File: config.mk
export PLATFORM = sky130hd
export DESIGN_NAME = serial_frame_receiver_flat
export DESIGN_NICKNAME = d
export VERILOG_FILES = /design/src/rtl/serial_frame_receiver_if.sv /design/src/rtl/serial_frame_receiver.sv /design/src/flat_wrapper.sv
export SDC_FILE = /design/constraint.sdc
export NUM_CORES = 1
export LEC_CHECK = 0
export ABC_AREA = 0
export ABC_CLOCK_PERIOD_IN_PS = 3900
export BUFFER_PORTS_ARGS = -buffer_cell sky130_fd_sc_hd__buf_2
export CAP_MARGIN = 15
export CORE_MARGIN = 4
export CORE_UTILIZATION = 57
export DETAILED_ROUTE_END_ITERATION = 12
export GPL_TIMING_DRIVEN = 0
export MAX_ROUTING_LAYER = met4
export PLACE_DENSITY = 0.94
export SYNTH_ARGS = -nofsm -noshare
export SYNTH_HDL_FRONTEND = slang
export SYNTH_SLANG_ARGS = --single-unit
File: constraint.sdc
create_clock -name i_clk -period 3.9 [get_ports i_clk]
set_clock_uncertainty 0.15 [all_clocks]
set_input_delay 0.39 -clock i_clk [delete_from_list [all_inputs] [get_ports i_clk]]
set_output_delay 0.39 -clock i_clk [all_outputs]
set_load 0.01 [all_outputs]
File: src/rtl/serial_frame_receiver_if.sv
// Handshake bundle between a serial source/consumer and the frame receiver.
// The master side drives bits and acks; the slave side presents the byte.
interface serial_frame_receiver_if;
    logic       start;
    logic       bit_in;
    logic       bit_valid;
    logic       data_ack;
    logic [7:0] data;
    logic       data_valid;
    logic [2:0] index;
    logic       busy;
    logic       frame_end;
    logic       overrun;

    modport master (
        output start, bit_in, bit_valid, data_ack,
        input  data, data_valid, index, busy, frame_end, overrun
    );

    modport slave (
        input  start, bit_in, bit_valid, data_ack,
        output data, data_valid, index, busy, frame_end, overrun
    );
endinterface

File: src/rtl/serial_frame_receiver.sv
// 8-bit LSB-first serial-to-parallel receiver with a 3-bit bit index
// and a valid/ack handshake on the assembled byte.
module serial_frame_receiver (
    input  logic                    i_clk,
    input  logic                    i_reset,
    serial_frame_receiver_if.slave  bus
);
    localparam logic [1:0] S_IDLE = 2'd0;
    localparam logic [1:0] S_RECV = 2'd1;
    localparam logic [1:0] S_FULL = 2'd2;

    logic [1:0] r_state;
    logic [2:0] r_index;
    logic [7:0] r_buf;
    logic [7:0] r_data;
    logic       r_valid;
    logic       r_overrun;

    logic       w_recv;
    logic       w_last;
    logic [7:0] w_start_buf;
    logic [2:0] w_start_idx;

    assign w_recv = (r_state == S_RECV);
    // start forces the effective index to 0, so it can never end a frame
    assign w_last = w_recv && !bus.start && bus.bit_valid && (r_index == 3'd7);

    assign w_start_buf = {7'd0, bus.bit_in & bus.bit_valid};
    assign w_start_idx = {2'd0, bus.bit_valid};

    always_ff @(posedge i_clk) begin
        if (i_reset) begin
            r_state   <= S_IDLE;
            r_index   <= 3'd0;
            r_buf     <= 8'h00;
            r_data    <= 8'h00;
            r_valid   <= 1'b0;
            r_overrun <= 1'b0;
        end else begin
            case (r_state)
                S_IDLE: begin
                    if (bus.start) begin
                        r_state <= S_RECV;
                        r_buf   <= w_start_buf;
                        r_index <= w_start_idx;
                    end
                end
                S_RECV: begin
                    if (bus.start) begin
                        r_buf   <= w_start_buf;
                        r_index <= w_start_idx;
                    end else if (bus.bit_valid) begin
                        if (r_index == 3'd7) begin
                            r_data  <= {bus.bit_in, r_buf[6:0]};
                            r_valid <= 1'b1;
                            r_index <= 3'd0;
                            r_state <= S_FULL;
                        end else begin
                            r_buf[r_index] <= bus.bit_in;
                            r_index        <= r_index + 3'd1;
                        end
                    end
                end
                S_FULL: begin
                    if (bus.data_ack) begin
                        r_valid <= 1'b0;
                        if (bus.start) begin
                            r_state <= S_RECV;
                            r_buf   <= w_start_buf;
                            r_index <= w_start_idx;
                        end else begin
                            r_state <= S_IDLE;
                        end
                    end else if (bus.bit_valid) begin
                        r_overrun <= 1'b1;
                    end
                end
                default: r_state <= S_IDLE;
            endcase
        end
    end

    assign bus.data       = r_data;
    assign bus.data_valid = r_valid;
    assign bus.index      = r_index;
    assign bus.busy       = w_recv;
    assign bus.frame_end  = w_last;
    assign bus.overrun    = r_overrun;
endmodule

File: src/flat_wrapper.sv
// flat-port wrapper written by rule: the top's interface ports become plain ports
module serial_frame_receiver_flat 
  (i_clk, i_reset, bus_start, bus_bit_in, bus_bit_valid, bus_data_ack, bus_data, bus_data_valid, bus_index, bus_busy, bus_frame_end, bus_overrun);
  serial_frame_receiver_if bus_i ();
  input  logic i_clk;
  input  logic i_reset;
  input wire logic [$bits(bus_i.start)-1:0] bus_start;
  input wire logic [$bits(bus_i.bit_in)-1:0] bus_bit_in;
  input wire logic [$bits(bus_i.bit_valid)-1:0] bus_bit_valid;
  input wire logic [$bits(bus_i.data_ack)-1:0] bus_data_ack;
  output wire logic [$bits(bus_i.data)-1:0] bus_data;
  output wire logic [$bits(bus_i.data_valid)-1:0] bus_data_valid;
  output wire logic [$bits(bus_i.index)-1:0] bus_index;
  output wire logic [$bits(bus_i.busy)-1:0] bus_busy;
  output wire logic [$bits(bus_i.frame_end)-1:0] bus_frame_end;
  output wire logic [$bits(bus_i.overrun)-1:0] bus_overrun;
  assign bus_i.start = bus_start;
  assign bus_i.bit_in = bus_bit_in;
  assign bus_i.bit_valid = bus_bit_valid;
  assign bus_i.data_ack = bus_data_ack;
  assign bus_data = bus_i.data;
  assign bus_data_valid = bus_i.data_valid;
  assign bus_index = bus_i.index;
  assign bus_busy = bus_i.busy;
  assign bus_frame_end = bus_i.frame_end;
  assign bus_overrun = bus_i.overrun;
  serial_frame_receiver u_core (.i_clk(i_clk), .i_reset(i_reset), .bus(bus_i));
endmodule
==> impl_metrics.toml <==
[worst_setup_path]
critPathLaunch = "u_core.bus.index[1]$_SDFFE_PP0P_"
cp.buffers_inverters = 1
reg2reg_depth = 5
timing.rr.end = "u_core.r_buf[3]$_SDFFE_PP0P_"
ff2ff_setup_slack_ps = 1920
r2r_start = "u_core.bus.index[1]$_SDFFE_PP0P_"
crit_fanout = 7
crit_required_ps = 3360
startpoint_type = "register"
path_cells = "ha_1 -> ha_1 -> and3_1 -> buf_2"
worst_setup_path_end_kind = "output port"
crit_end = "bus_frame_end"
critical_path_class = "register to output port"
cp_top_family = "flip-flops"
cp.depth = 4
path_common_cell = "ha_1"
slowest_delay_ps = 460
crit_slowest_cell = "dfxtp_1"
arrival_ps = 1540

[placement]
gp_congestion = 0.805
numPlacedInstances = 174
hpwl_um = 1740
io_buffers = 19
place_area_um2 = 1190

[global_route]
grt_pass1_vias = 1025
grt_usage_pct = 21.9
grt_overflow_total = 0
grt_pass1_wl_um = 4330
grt_max_degree = 14
antenna_found_initial = 0

[synthesis]
syn_avg_cell_area_um2 = 8.16
synth_edf_count = 0
synth.distinct_cells = 37
synth_top_area_share_pct = 41.5
yosys.area.top_type = "dfxtp_1"
async_reset_ff_share_pct = 0
synth.area.top_cells = "dfxtp_1 (42%), a21oi_1 (8.0%), nand2_1 (7.1%)"
synthTopCellsByCount = "dfxtp_1 (22), nand2_1 (20), a21oi_1 (17)"
yosysWarnings = 0
synth_cells = 130
seq_area_frac_synth_pct = 41.5
ys_ff_latch = 22
synth_area_um2 = 1060
yosysMostFrequentCell = "dfxtp_1"
synth_nets = 139
synthFlopType = "dfxtp_1"

[sta]
period_needed_ps = 2080
hold_viol = 0
slew_violations = 0
slew_headroom_pct = 66.6
setup_tns_ps = 0
max_freq_mhz = 480
fin_crit_sh_pct = 53.4
rsz0062_at_grt = "no"
tightest_slew_ps = 502
finalSetupViolations = 0

[flow_run]
maxCapViolCount = 0

[cts]
clkSinkCount = 22
clk_path_buf_depth = 2
clkLatencyLatePin_ps = 310
hold_buffers = 0
htreeDepth = 1
cts_tree = "built"
cts_post_setup_buffers_inserted = 0
cts_inserted_buffers = 3
cts-resized-gates = 0
cts-root-buf = "clkbuf_4"
cts.clk_slew.worst_paths_ps = 130

[routing]
ant_nets = 0
routed_wl_um = 2350
drc_errors = 0
drtIter0Drc = 13
wl_per_cell_um = 13.2
first_pass_iters = 5
via_per_inst = 5.65
vias = 1005

[status]
status = "complete, no violations"

[floorplan]
ios = 21
dieArea_um2 = 2620
dieHeight_um = 51.1
fp.dieW_um = 51.1
num_rows = 15
start_util_pct = 60.8
core-area_um2 = 1750

[layout]
drive_above_1_share_pct = 19.0
final_cell_area_um2 = 1240
area_delta_synth_final_pct = 16.9
instances_no_fill = 178
fin_nets = 163
antenna_cells = 0

[power_and_ir_drop]
leakagePower_nw = 0.501
vdd_drop_max_v = 0.000269
pwr_density_cell_nw_per_um2 = 358

[min_path]
min_path_type = "input port to register"
metal layers:
metal / GRT usage, % / routed length [um]
met1: 25.0 / 1040
met2: 38.4 / 1130
met3: 2.92 / 125
met4: 8.97 / 51
met5: - / 0
power by group:
group | total (mW) | internal [mW] | leakage, nW | switching [mW]
Clock | 0.174 | 0.104 | 0.0279 | 0.0704
Sequential | 0.231 | 0.227 | 0.178 | 0.00310
Combinational | 0.0385 | 0.0146 | 0.295 | 0.0239
flip-flops by register name, indices dropped and copies added (netlist names):
signal and cells:
u_core.r_state 2, u_core.bus.data_valid 1, u_core.bus.overrun 1, u_core.bus.index 3
u_core.bus.data 8, u_core.r_buf 7
how the worst min path moves through the flow:
stage | start | to | slack, ps | cells after the start
after floorplan | u_core.r_buf[0]$_SDFFE_PP0P_ | u_core.bus.data[0]$_SDFFE_PP0P_ | 280 | 2
after global placement | u_core.bus.data[4]$_SDFFE_PP0P_ | u_core.bus.data[4]$_SDFFE_PP0P_ | 290 | 2
after detailed placement | u_core.bus.data[7]$_SDFFE_PP0P_ | u_core.bus.data[7]$_SDFFE_PP0P_ | 290 | 2
after CTS | bus_data_ack | u_core.bus.data_valid$_SDFFE_PP0P_ | 160 | 2
after global routing | bus_data_ack | u_core.bus.data_valid$_SDFFE_PP0P_ | 170 | 2
final | bus_data_ack | u_core.bus.data_valid$_SDFFE_PP0P_ | 160 | 2
per-stage QoR:
| stage | setup WS (ps) | utilization (%) | power, mW | hold WS [ps] |
|---|---|---|---|---|
| detailed placement | 1970 | 68.0 | 0.273 | 293 |
| finish | 1820 | 71.0 | 0.443 | 158 |
| floorplan | 2080 | - | 0.261 | 282 |
| global route | 1690 | 71.0 | 0.459 | 167 |
| CTS | 1800 | 71.0 | 0.444 | 162 |
| global placement | 2000 | 68.0 | 0.271 | 289 |
cell families after synthesis:
family / after synthesis / synth area share [%]
buf+inv: 16 / 6.96
compound gates: 36 / 21.1
simple gates: 52 / 25.9
fa+ha+maj: 3 / 3.54
flops: 22 / 41.5
mux: 1 / 0.943
area by class of cell:
| type | count | area (um2) |
|---|---|---|
| clock inverters | 1 | 30.0 |
| inverters | 9 | 33.8 |
| multi-input cells | 92 | 547 |
| flip-flops and latches | 22 | 440 |
| clock buffers | 3 | 22.5 |
| repair buffers | 19 | 95.1 |
| fillers | 144 | 505 |
| well taps | 25 | 31.3 |
| plain buffers | 7 | 40.0 |
cell usage in the layout (no fill, tap or decap), types with 2 or more instances in the layout:
cell type	n
o21ai_0	3
nor3b_1	2
inv_1	9
o221ai_1	3
nor2b_1	3
nand2b_1	4
nand3_1	3
a21oi_1	17
a22oi_1	2
buf_2	20
dfxtp_1	22
ha_1	3
o211ai_1	2
nor2_1	10
and3_1	3
clkbuf_4	3
nand2_1	20
clkbuf_1	3
No activity file was read; power rests on OpenSTA's default activity.
